File: src/rtl/seq_alu_n.sv
// seq_alu_n: registered N-bit ALU with a start/busy/done handshake.
// Single-cycle ops (add/sub/and/or/nor) pass through EXEC1. Multi-cycle ops
// (mul/div/rem) run one bit per clock in ITER. Results and status flags are
// committed together on the edge that raises done, and are held until the
// next done.
module seq_alu_n #(
    parameter int N = 32
) (
    input  logic         clk,
    input  logic         rst,
    input  logic         start,
    input  logic [2:0]   op,
    input  logic [N-1:0] a,
    input  logic [N-1:0] b,
    output logic         busy,
    output logic         done,
    output logic [N:0]   res,
    output logic         zero,
    output logic         ovf,
    output logic         dz
);

    localparam int CW = $clog2(N + 1);
    localparam logic [CW-1:0] CNT_END = CW'(N);
    localparam logic [CW-1:0] CNT_ONE = CW'(1);

    typedef enum logic [1:0] {
        S_IDLE  = 2'd0,
        S_EXEC1 = 2'd1,
        S_ITER  = 2'd2,
        S_DONE  = 2'd3
    } state_t;

    state_t         state_q;
    logic [2:0]     op_q;
    logic [N-1:0]   a_q;
    logic [N-1:0]   b_q;
    // hi/lo form a shared 2N-bit working register:
    // mul: hi = partial product, lo = multiplier shifting out (product low half)
    // div: hi = partial remainder, lo = dividend shifting out / quotient in
    logic [N-1:0]   hi_q, hi_d;
    logic [N-1:0]   lo_q, lo_d;
    logic [CW-1:0]  cnt_q;
    logic [N:0]     stage_res_q;
    logic           stage_ovf_q;
    logic           stage_dz_q;
    logic           busy_q, done_q, zero_q, ovf_q, dz_q;
    logic [N:0]     res_q;

    logic [N:0]     sum_w, diff_w;
    logic [N:0]     alu_res;
    logic           alu_ovf;
    logic [N-1:0]   bw;
    logic [N:0]     mul_sum;
    logic [N:0]     div_shift;
    logic           div_ge;
    logic [N-1:0]   div_sub;
    logic [N:0]     iter_res;

    assign sum_w  = {1'b0, a_q} + {1'b0, b_q};
    assign diff_w = {1'b0, a_q} - {1'b0, b_q};

    // Single-cycle ALU result and signed-overflow flag from latched operands
    always_comb begin
        alu_res = '0;
        alu_ovf = 1'b0;
        bw      = '0;
        case (op_q)
            3'b000: begin
                alu_res = sum_w;
                alu_ovf = (a_q[N-1] == b_q[N-1]) && (sum_w[N-1] != a_q[N-1]);
            end
            3'b001: begin
                alu_res = diff_w;
                alu_ovf = (a_q[N-1] != b_q[N-1]) && (diff_w[N-1] != a_q[N-1]);
            end
            3'b010: begin
                bw      = a_q & b_q;
                alu_res = {bw[N-1], bw};
            end
            3'b011: begin
                bw      = a_q | b_q;
                alu_res = {bw[N-1], bw};
            end
            3'b100: begin
                bw      = ~(a_q | b_q);
                alu_res = {bw[N-1], bw};
            end
            default: begin
                alu_res = '0;
                alu_ovf = 1'b0;
            end
        endcase
    end

    // Shift-add step: add A when the current multiplier bit is set, then shift right
    assign mul_sum = {1'b0, hi_q} + (lo_q[0] ? {1'b0, a_q} : {(N+1){1'b0}});

    // Restoring step: shift next dividend bit in, subtract B only if it fits.
    // When it does not fit the shifted value is below B, so its top bit is 0.
    assign div_shift = {hi_q, lo_q[N-1]};
    assign div_ge    = (div_shift >= {1'b0, b_q});
    assign div_sub   = div_shift[N-1:0] - b_q;

    // Next value of the working register for one iteration
    always_comb begin
        hi_d = hi_q;
        lo_d = lo_q;
        if (op_q == 3'b101) begin
            hi_d = mul_sum[N:1];
            lo_d = {mul_sum[0], lo_q[N-1:1]};
        end else begin
            hi_d = div_ge ? div_sub : div_shift[N-1:0];
            lo_d = {lo_q[N-2:0], div_ge};
        end
    end

    // Final multi-cycle result selected from the working register
    always_comb begin
        iter_res = '0;
        case (op_q)
            3'b101:  iter_res = {|hi_q, lo_q};
            3'b110:  iter_res = {1'b0, lo_q};
            default: iter_res = {1'b0, hi_q};
        endcase
    end

    // Control FSM with registered handshake outputs and result/flag commit
    always_ff @(posedge clk or posedge rst) begin
        if (rst) begin
            state_q     <= S_IDLE;
            op_q        <= '0;
            a_q         <= '0;
            b_q         <= '0;
            hi_q        <= '0;
            lo_q        <= '0;
            cnt_q       <= '0;
            stage_res_q <= '0;
            stage_ovf_q <= 1'b0;
            stage_dz_q  <= 1'b0;
            busy_q      <= 1'b0;
            done_q      <= 1'b0;
            res_q       <= '0;
            zero_q      <= 1'b0;
            ovf_q       <= 1'b0;
            dz_q        <= 1'b0;
        end else begin
            case (state_q)
                S_IDLE: begin
                    done_q <= 1'b0;
                    if (start) begin
                        op_q    <= op;
                        a_q     <= a;
                        b_q     <= b;
                        hi_q    <= '0;
                        lo_q    <= (op == 3'b101) ? b : a;
                        cnt_q   <= '0;
                        busy_q  <= 1'b1;
                        state_q <= (op <= 3'b100) ? S_EXEC1 : S_ITER;
                    end
                end
                S_EXEC1: begin
                    stage_res_q <= alu_res;
                    stage_ovf_q <= alu_ovf;
                    stage_dz_q  <= 1'b0;
                    state_q     <= S_DONE;
                end
                S_ITER: begin
                    // Counts 0..N-1 perform the bit steps; the cycle after the
                    // last step captures the finished result.
                    if (cnt_q == CNT_END) begin
                        stage_res_q <= iter_res;
                        stage_ovf_q <= 1'b0;
                        stage_dz_q  <= (op_q != 3'b101) && (b_q == '0);
                        state_q     <= S_DONE;
                    end else begin
                        hi_q  <= hi_d;
                        lo_q  <= lo_d;
                        cnt_q <= cnt_q + CNT_ONE;
                    end
                end
                S_DONE: begin
                    res_q   <= stage_res_q;
                    zero_q  <= (stage_res_q[N-1:0] == '0);
                    ovf_q   <= stage_ovf_q;
                    dz_q    <= stage_dz_q;
                    done_q  <= 1'b1;
                    busy_q  <= 1'b0;
                    state_q <= S_IDLE;
                end
                default: state_q <= S_IDLE;
            endcase
        end
    end

    assign busy = busy_q;
    assign done = done_q;
    assign res  = res_q;
    assign zero = zero_q;
    assign ovf  = ovf_q;
    assign dz   = dz_q;

endmodule

File: config.mk
export PLATFORM = sky130hd
export DESIGN_NAME = seq_alu_n
export DESIGN_NICKNAME = d
export VERILOG_FILES = /design/src/rtl/seq_alu_n.sv
export SDC_FILE = /design/constraint.sdc
export NUM_CORES = 1
export LEC_CHECK = 0
export BUFFER_PORTS_ARGS = -buffer_cell sky130_fd_sc_hd__buf_2
export CELL_PAD_IN_SITES_DETAIL_PLACEMENT = 1
export CELL_PAD_IN_SITES_GLOBAL_PLACEMENT = 1
export CORE_ASPECT_RATIO = 1.25
export CORE_MARGIN = 2
export CORE_UTILIZATION = 40
export DETAILED_ROUTE_END_ITERATION = 8
export PLACE_DENSITY_LB_ADDON = 0.1
export SKIP_CTS_REPAIR_TIMING = 1
export SLEW_MARGIN = 40
export SYNTH_ARGS = -nofsm -noshare
export SYNTH_HDL_FRONTEND = slang
export SYNTH_SLANG_ARGS = --single-unit
File: constraint.sdc
create_clock -name clk -period 7.6 [get_ports clk]
set_input_delay 0.38 -clock clk [delete_from_list [all_inputs] [get_ports clk]]
set_output_delay 0.38 -clock clk [all_outputs]
set_load 0.05 [all_outputs]
==> metrics, run 1 <==
status finished, final reports clean; reg2reg end stage_res_q[22]$_DFFE_PP0P_; CP Class reg2reg; final WL ~75000 um; GPL Wtd Cong about 0.94; min cycle time layout 4454 ps; Top-Level Pins approximately 110; width of the die just under 200 um; Main synth FF type dfrtp_1; CP max stage delay approximately 460 ps; synthesized instance count approximately 2200; Final Util 44.39%; aggregate global-route resource usage roughly 31%; Yosys warnings 0; vias in the first global route approximately 18000; Hold Fails Final Rpt 0; Fmax approximately 220 MHz; Post-DP HPWL around 57000 um; Post-Syn Area per Cell ~8.3 um2; Worst EP arrival 4870 ps; worst slew margin relative to its limit a little over two fifths; Max Cap Viol 0; Worst Setup EP stage_res_q[22]$_DFFE_PP0P_; cell mode on critical path o31a_1; first-pass detailed-route iteration total 7; Synth Net Count about 2500; Seq/Total Area, Yosys 28.66%; final setup fails 0; DRC viols 0; count leader, synth dfrtp_1; Post-synth top cells 212 x dfrtp_1, 207 x nand2_1, 201 x o21ai_0, 194 x a21oi_1, 174 x ha_1; Die Y 244.5 um; Netlist cell types a little under 80; critical path fanouts, max 5; Die Footprint ~48000 um2; Area Growth Syn to Fin 10.11%; clock root buffer master clkbuf_16; vias about 18000; RR Startpoint a_q[0]$_DFFE_PP0P_; initial antenna violation count 0; Pins Over Slew Limit 0; clk buf depth 3; first-pass GRT wire length about 110000 um; IO Port Bufs around 110; flop2flop setup slack between 3000 and 4000 ps; Worst Tran Pin Value about 850 ps; Reg clk slew, reported paths about 60 ps; Post-synth EDFFs 0; Antenna Nets Post-Route 0; drt wl/cell between 20 and 30 um; synthesized cell area roughly 19000 um2; min-delay src a[15]; WP data required between 8000 and 9000 ps; share of layout cells above drive strength 1 between 10% and 20%; post-synth top area share 28.66%; #FFs+latches synth 212; CP max-delay cell a211oi_1; Core Region roughly 46000 um2; FF-to-FF path depth 14; Starting Density 40.31%; Area contributors post-synth dfrtp_1 29%, ha_1 12%, mux2_2 9.0%; grt total ovfl 0; cts bufs inserted 25; origin of the worst setup path a_q[0]$_DFFE_PP0P_; vias per cell around 6.2; clk_skew about 40 ps; fin nets roughly 2500; fin crit share 58.61%; number of inserted diodes 0; RSZ-0062 raised after global routing false; later-pin clock latency in the skew report ~580 ps; min-delay worst type in2reg; Rows 88; Clock Sinks approximately 210; TritonCTS clock tree yes; dominant cell type by area after synthesis dfrtp_1; H-tree Lvls 1; critical path capture point type flop; largest net degree at the start of global routing 79; setup tns final 0 ps; DRT iter0 DRCs roughly 1100; crit-path cells inv_1 > ha_1 > fa_1 > or2_1 > a221oi_2 > o22ai_1 > o21a_1 > o31a_1 > o31a_1 > o21bai_1 > a21oi_1 > a221o_1 > a211oi_1 > nor2_1; asr flop ratio synth 100.0%; Startpoint Class flop
[cells by family (layout without fill, tap and decap cells)]
group / after synthesis / in the layout / synth area share, %
DFF: 212 / 212 / 28.66
buffers and inverters: 254 / 298 / 5.225
muxes: 177 / 177 / 10.57
adders and majority gates: 178 / 178 / 12.19
AOI/OAI and AO/OA: 712 / 712 / 24.69
xor gates and xnor gates: 65 / 65 / 3.076
and+or+nand+nor: 626 / 626 / 15.57
[worst min-delay path by stage]
stage	endpoint	slack, ps	depth (start not counted)
2_1_floorplan	stage_dz_q$_DFFE_PP0P_	440	2
3_3_place_gp	stage_dz_q$_DFFE_PP0P_	470	2
3_5_place_dp	stage_dz_q$_DFFE_PP0P_	480	2
4_1_cts	stage_res_q[1]$_DFFE_PP0P_	-120	2
5_1_grt	b_q[6]$_DFFE_PP0P_	50	2
6_report	a_q[15]$_DFFE_PP0P_	50	2
[worst max-delay path, delay by kind of cell, from the launching register on]
kind	cells	cell delay (ps)
AO/OA/AOI/OAI	9	2720
AND/OR/NAND/NOR	2	400
adder cells (fa/ha/maj)	2	650
flip-flops	1	410
buffers and inverters	1	110
[layer usage]
metal	track usage, %	wire, um	up-vias
li1	-	-	8150
met1	42.04	33960	8973
met2	52.25	35570	488
met3	2.800	3256	100
met4	8.601	2076	0
met5	0	0	-
[final cells by class]
cell class	instances	area (um2)
inverter	122	465.4
tap	585	732.0
multi-input combinational	1758	12320
clock buffer	33	695.7
fill	5505	25530
sequential	212	5308
clock inverter	11	121.4
timing repair buffer	132	740.7
[layout by cell type (no fill, tap or decap), types with 18 or more instances in the layout]
cell,instances
xor2_1,31
nand4_1,24
nor3_1,34
a221oi_1,21
a21o_1,33
a21oi_1,193
mux2_2,148
inv_1,120
o21ai_0,200
nor2_1,165
clkbuf_16,25
buf_2,107
and2_1,39
o21bai_1,28
nand3_1,59
nor4_1,31
mux2i_1,29
nand2_1,205
ha_1,172
dfrtp_1,210
a211oi_1,29
a221o_1,21
o211ai_1,18
xnor2_1,34
buf_4,21
[stage by stage]
stage / hold slack [ps] / worst slack, ps / cells / area (um2)
after floorplan: 444.4 / 1426 / 2224 / 18510
after global placement: 469.8 / 2992 / 2807 / 19510
after detailed placement: 480.4 / 3274 / 2808 / 19550
after CTS: -120.2 / 3194 / 2852 / 20370
after global routing: 49.58 / 2848 / 2853 / 20380
final: 53.69 / 3146 / 2853 / 20380
[registers in the layout, indices dropped and copies added (netlist names)]
| register | cells |
|---|---|
| state_q | 2 |
| op_q | 3 |
| hi_q | 32 |
| dz | 1 |
| lo_q | 32 |
| zero | 1 |
| ovf | 1 |
| cnt_q | 6 |
| done | 1 |
| busy | 1 |
| stage_ovf_q | 1 |
| res | 33 |
| a_q | 32 |
| stage_res_q | 33 |
| b_q | 32 |
| stage_dz_q | 1 |
Power of run 1 is not shown: default switching activity piles up to over one toggle a cycle in this logic, so the estimate is an artifact.
==> run 2, diff against run 1 <==
--- a/config.mk
+++ b/config.mk
@@ -5,6 +5,7 @@
 export SDC_FILE = /design/constraint.sdc
 export NUM_CORES = 1
 export LEC_CHECK = 0
+export ABC_AREA = 1
 export BUFFER_PORTS_ARGS = -buffer_cell sky130_fd_sc_hd__buf_2
 export CELL_PAD_IN_SITES_DETAIL_PLACEMENT = 1
 export CELL_PAD_IN_SITES_GLOBAL_PLACEMENT = 1
==> constraint.sdc (replaced) <==
create_clock -name clk -period 4.6 [get_ports clk]
set_input_delay 0.23 -clock clk [delete_from_list [all_inputs] [get_ports clk]]
set_output_delay 0.23 -clock clk [all_outputs]
set_load 0.05 [all_outputs]
==> run 2 against run 1 <==
Net effect: the run now ends with negative hold slack left; global-route usage increased by 4.1 points; utilization increased by 0.56 points; die area increased by 15%.
==> metrics, run 2 <==
Final Cell Area approximately 24000 um2; Post-synth EDFFs 0; critical path capture point type flop; Main synth FF type dfrtp_1; count leader, synth nand2_1; vias per cell about 5.6; status finished, violations left; Sequential Area about 5300 um2; Die Footprint ~55000 um2; IO Port Bufs approximately 110; vias roughly 24000; DRC viols 0; post-synth top area share between 20 and 25%; Worst EP arrival around 4000 ps; Min Hold Slack -35.21 ps; Netlist cell types 48; first-pass detailed-route iteration total 7; cts bufs inserted 26; clk buf depth 3; area of the multi-input gates 13140 um2; worst slew margin relative to its limit 42.10%; GPL Wtd Cong between 1 and 1.5; Antenna Nets Post-Route 0; origin of the worst setup path lo_q[0]$_DFFE_PP0P_; Clock Sinks around 210; Reg clk slew, reported paths 70 ps; Hold Fails Final Rpt 5; final WL just under 100000 um; asr flop ratio synth 100.0%; synthesized cell area ~21000 um2; final setup fails 0; commonest non-fill, non-tap cell in the layout nand2_1; H-tree Lvls 1; drt wl/cell approximately 23 um; grt total ovfl 0; Core Region roughly 53000 um2; Seq/Total Area, Yosys between 20% and 30%; Fillers roughly 7000; dominant cell type by area after synthesis dfrtp_1; RR Startpoint lo_q[0]$_DFFE_PP0P_; min-delay src b[4]; Max Cap Viol 0; fin nets roughly 3800; flop2flop setup slack ~1100 ps; setup tns final 0 ps; vias in the first global route ~25000; Die Y 261.7 um; first-pass GRT wire length 146200 um; Post-synth top cells 1055 x nand2_1, 598 x inv_1, 281 x nor2_1, 276 x o21ai_0, 230 x a21oi_1; width of the die roughly 210 um; Fmax roughly 290 MHz; Post-DP HPWL about 80000 um; Synth Net Count about 3800; CP Class reg2reg; critical path fanouts, max 21; aggregate global-route resource usage 35.02%; initial antenna violation count 4; failing checks negative hold slack; RSZ-0062 raised after global routing false; most frequent cells in the layout 1053 x nand2_1, 593 x inv_1, 278 x nor2_1; Rows between 90 and 100; DRT iter0 DRCs 1530; share of layout cells above drive strength 1 roughly 5.7%; synthesized instance count ~3500; Starting Density between 40 and 50%; min cycle time layout between 3000 and 4000 ps; Worst Tran Pin Value between 800 and 900 ps; Yosys warnings 0; WP data required just over 5000 ps; Area Growth Syn to Fin 11.17%; min-delay worst type in2reg; Area contributors post-synth dfrtp_1 25%, nand2_1 19%, inv_1 11%; TritonCTS clock tree yes; Placement Cell Area between 20000 and 25000 um2; Startpoint Class flop; fin crit share ~76%; #FFs+latches synth about 210; clock root buffer master clkbuf_16; later-pin clock latency in the skew report 560 ps; Top-Level Pins 108; Post-Syn Area per Cell just over 6 um2; clk_skew 17.30 ps; largest net degree at the start of global routing 126; Pins Over Slew Limit 0
## run 2: final timing paths
check,end,cells past startpoint
min reg2reg,res[2]$_DFFE_PP0P_,2
min in group asynchronous,stage_res_q[24]$_DFFE_PP0P_,3
max reg2reg,hi_q[31]$_DFFE_PP0P_,20
min,b_q[4]$_DFFE_PP0P_,3
max,hi_q[31]$_DFFE_PP0P_,20
max in group asynchronous,a_q[1]$_DFFE_PP0P_,4
## run 2: logic make-up after synthesis
logic type	synth area share [%]
AND/OR/NAND/NOR	33.65
flip-flops	24.96
buffers and inverters	13.37
AO/OA/AOI/OAI	16.58
XOR/XNOR	0.8240
adder cells (fa/ha/maj)	10.62
## run 2: per-stage QoR
step                      std cells  setup slack (ps)  utilization, %
after floorplan                3509              1614               -
after global placement         4182              1173           42.39
after detailed placement       4182              1120           42.41
after CTS                      4230              1101           44.22
after global routing           4268             742.9           44.94
final                          4269              1107           44.95
## run 2: final cells by class
type                       instances  area share (%)
inverter                         608           9.684
sequential                       212           22.45
multi-input combinational       2560           55.61
antenna                            2         0.02118
clock buffer                      36           3.214
timing repair buffer             167           4.633
clock inverter                    12          0.8260
tap                              672           3.558
## run 2: routing by layer
layer / GRT usage (%) / up-vias / share of wire [%]
met5: 0 / - / 0.032
met3: 3.107 / 247 / 4.1
li1: - / 11380 / -
met4: 22.95 / 4 / 8.0
met1: 41.89 / 11730 / 41
met2: 60.49 / 654 / 47
## run 2: worst max-delay path, cell delays in order, from the launching register on
cell and delay, ps:
dfrtp_1 860, nand2_1 130, inv_1 90, ha_1 200
inv_1 80, fa_1 430, inv_1 90, nand2_1 70
o21ai_1 330, nand2_1 120, nand2_1 160, nand2_1 70
nand2_1 100, nand2_1 210, nand2_1 150, nand2_1 60
nand3_1 70, nand2_1 60, inv_1 70, nand2_1 50
nand2_1 50
Power of run 2 is left out for the same reason.
==> run 3, diff against run 2 <==
==> constraint.sdc (replaced) <==
create_clock -name clk -period 3.53 [get_ports clk]
set_input_delay 0.1765 -clock clk [delete_from_list [all_inputs] [get_ports clk]]
set_output_delay 0.1765 -clock clk [all_outputs]
set_load 0.05 [all_outputs]
==> run 3 against run 2 <==
Net effect: the flow still finishes with violations (negative hold slack); hold slack worse by 2.6 ps; design area up 1.9%; utilization up 0.86 points; maximum frequency up 8.1%; via count up 1.5%.
==> metrics, run 3 (synthesized netlist as in run 2, its figures left out) <==
status finished, violations left; failing checks negative hold slack; Max Cap Viol 0; Fillers between 7000 and 8000; min-delay worst type in2reg; CP max-delay cell ha_1; commonest non-fill, non-tap cell in the layout nand2_1; largest net degree at the start of global routing 92; min cycle time layout 3233 ps; H-tree Lvls 1; vias in the first global route 24780; width of the die between 200 and 250 um; GPL Wtd Cong between 1 and 1.5; Worst Tran Pin Value between 800 and 900 ps; Startpoint Class flop; DRT iter0 DRCs 1862; CP Class reg2reg; CP delay by family, top simple AND/OR/NAND/NOR gates; worst slew margin relative to its limit 40.66%; setup tns final 0 ps; RSZ-0062 raised after global routing false; aggregate global-route resource usage a little over a third; fin nets just under 4000; first-pass GRT wire length 148900 um; most frequent cells in the layout 1054 x nand2_1, 596 x inv_1, 278 x nor2_1; Core Region roughly 53000 um2; Clock Sinks roughly 210; share of layout cells above drive strength 1 6.537%; critical path fanouts, max 24; Worst EP arrival 3680 ps; critical path capture point type flop; initial antenna violation count 3; first-pass detailed-route iteration total 7; Die Y around 260 um; Sequential Area approximately 5300 um2; TritonCTS clock tree yes; fin crit share 91.57%; crit-path cells inv_1 > ha_1 > nand2_1 > inv_2 > a21oi_1 > o21ai_1 > a21oi_4 > nand3_2 > inv_2 > nand2_1 > nand3b_1 > nand2_1; final WL approximately 100000 um; clk_skew roughly 32 ps; Starting Density between 40% and 50%; cell mode on critical path nand2_1; Die Footprint between 50000 and 60000 um2; Antenna Nets Post-Route 0; clock root buffer master clkbuf_16; Worst Path Buf+Inv 3; Area Growth Syn to Fin 13.30%; Hold Fails Final Rpt 4; later-pin clock latency in the skew report 590 ps; Fmax between 300 and 400 MHz; final setup fails 0; DRC viols 0; cts bufs inserted 27; vias between 20000 and 25000; CP max stage delay around 440 ps; Min Hold Slack -37.85 ps; drt wl/cell 23.81 um; Post-DP HPWL roughly 83000 um; vias per cell between 5 and 6; Rows between 90 and 100; WP data required slightly below 4000 ps; area of the multi-input gates around 13000 um2; clk buf depth 3; IO Port Bufs ~110; Top-Level Pins between 100 and 150; grt total ovfl 0; Pins Over Slew Limit 0; Reg clk slew, reported paths roughly 70 ps
-- run 3: cell type report --
| type | instances | share of cell area [%] |
|---|---|---|
| multi-input combinational | 2560 | 54.60 |
| sequential | 212 | 22.03 |
| inverter | 608 | 9.497 |
| timing repair buffer | 227 | 6.754 |
| tap | 672 | 3.491 |
| clock buffer | 34 | 3.081 |
| clock inverter | 15 | 0.5195 |
| antenna | 3 | 0.03117 |
-- run 3: per-stage QoR --
| step | setup WS (ps) | hold slack (ps) | utilization (%) | std cells | cell area (um2) |
|---|---|---|---|---|---|
| detailed placement | 209.4 | 265.4 | 42.96 | 4218 | 22580 |
| CTS | 161.6 | -351.3 | 44.61 | 4267 | 23450 |
| global route | 155.7 | 9.945 | 45.81 | 4331 | 24080 |
| global placement | 287.8 | 253.1 | 42.95 | 4218 | 22580 |
| finish | 297.4 | -37.85 | 45.81 | 4331 | 24080 |
| floorplan | 597.3 | 297.5 | - | 3509 | 21260 |
-- run 3: final timing paths --
path / start / depth (start not counted) / slack (ps) / to
worst max-delay path: b_q[28]$_DFFE_PP0P_ / 12 / 300 / hi_q[8]$_DFFE_PP0P_
worst min-delay path: b[19] / 3 / -40 / b_q[19]$_DFFE_PP0P_
worst max register to register: b_q[28]$_DFFE_PP0P_ / 12 / 300 / hi_q[8]$_DFFE_PP0P_
worst min register to register: res[32]$_DFFE_PP0P_ / 2 / 470 / res[32]$_DFFE_PP0P_
max in group asynchronous: rst / 4 / 2330 / hi_q[2]$_DFFE_PP0P_
min in group asynchronous: rst / 3 / 220 / res[22]$_DFFE_PP0P_
-- run 3: worst reg2reg max path, stage by stage, from the launching register on --
cell      delay, ps
dfrtp_1         390
inv_1           210
ha_1            440
nand2_1         240
inv_2            40
a21oi_1         190
o21ai_1         200
a21oi_4         400
nand3_2         270
inv_2           420
nand2_1         140
nand3b_1        110
nand2_1          60
-- run 3: metal layers --
layer	wire, um	GRT usage, %	vias to the layer above
met2	48630	62.00	735
met1	42040	43.74	11940
met3	4917	3.764	241
met4	7523	20.00	0
li1	-	-	11470
met5	0	0	-
Power of run 3 is left out for the same reason.
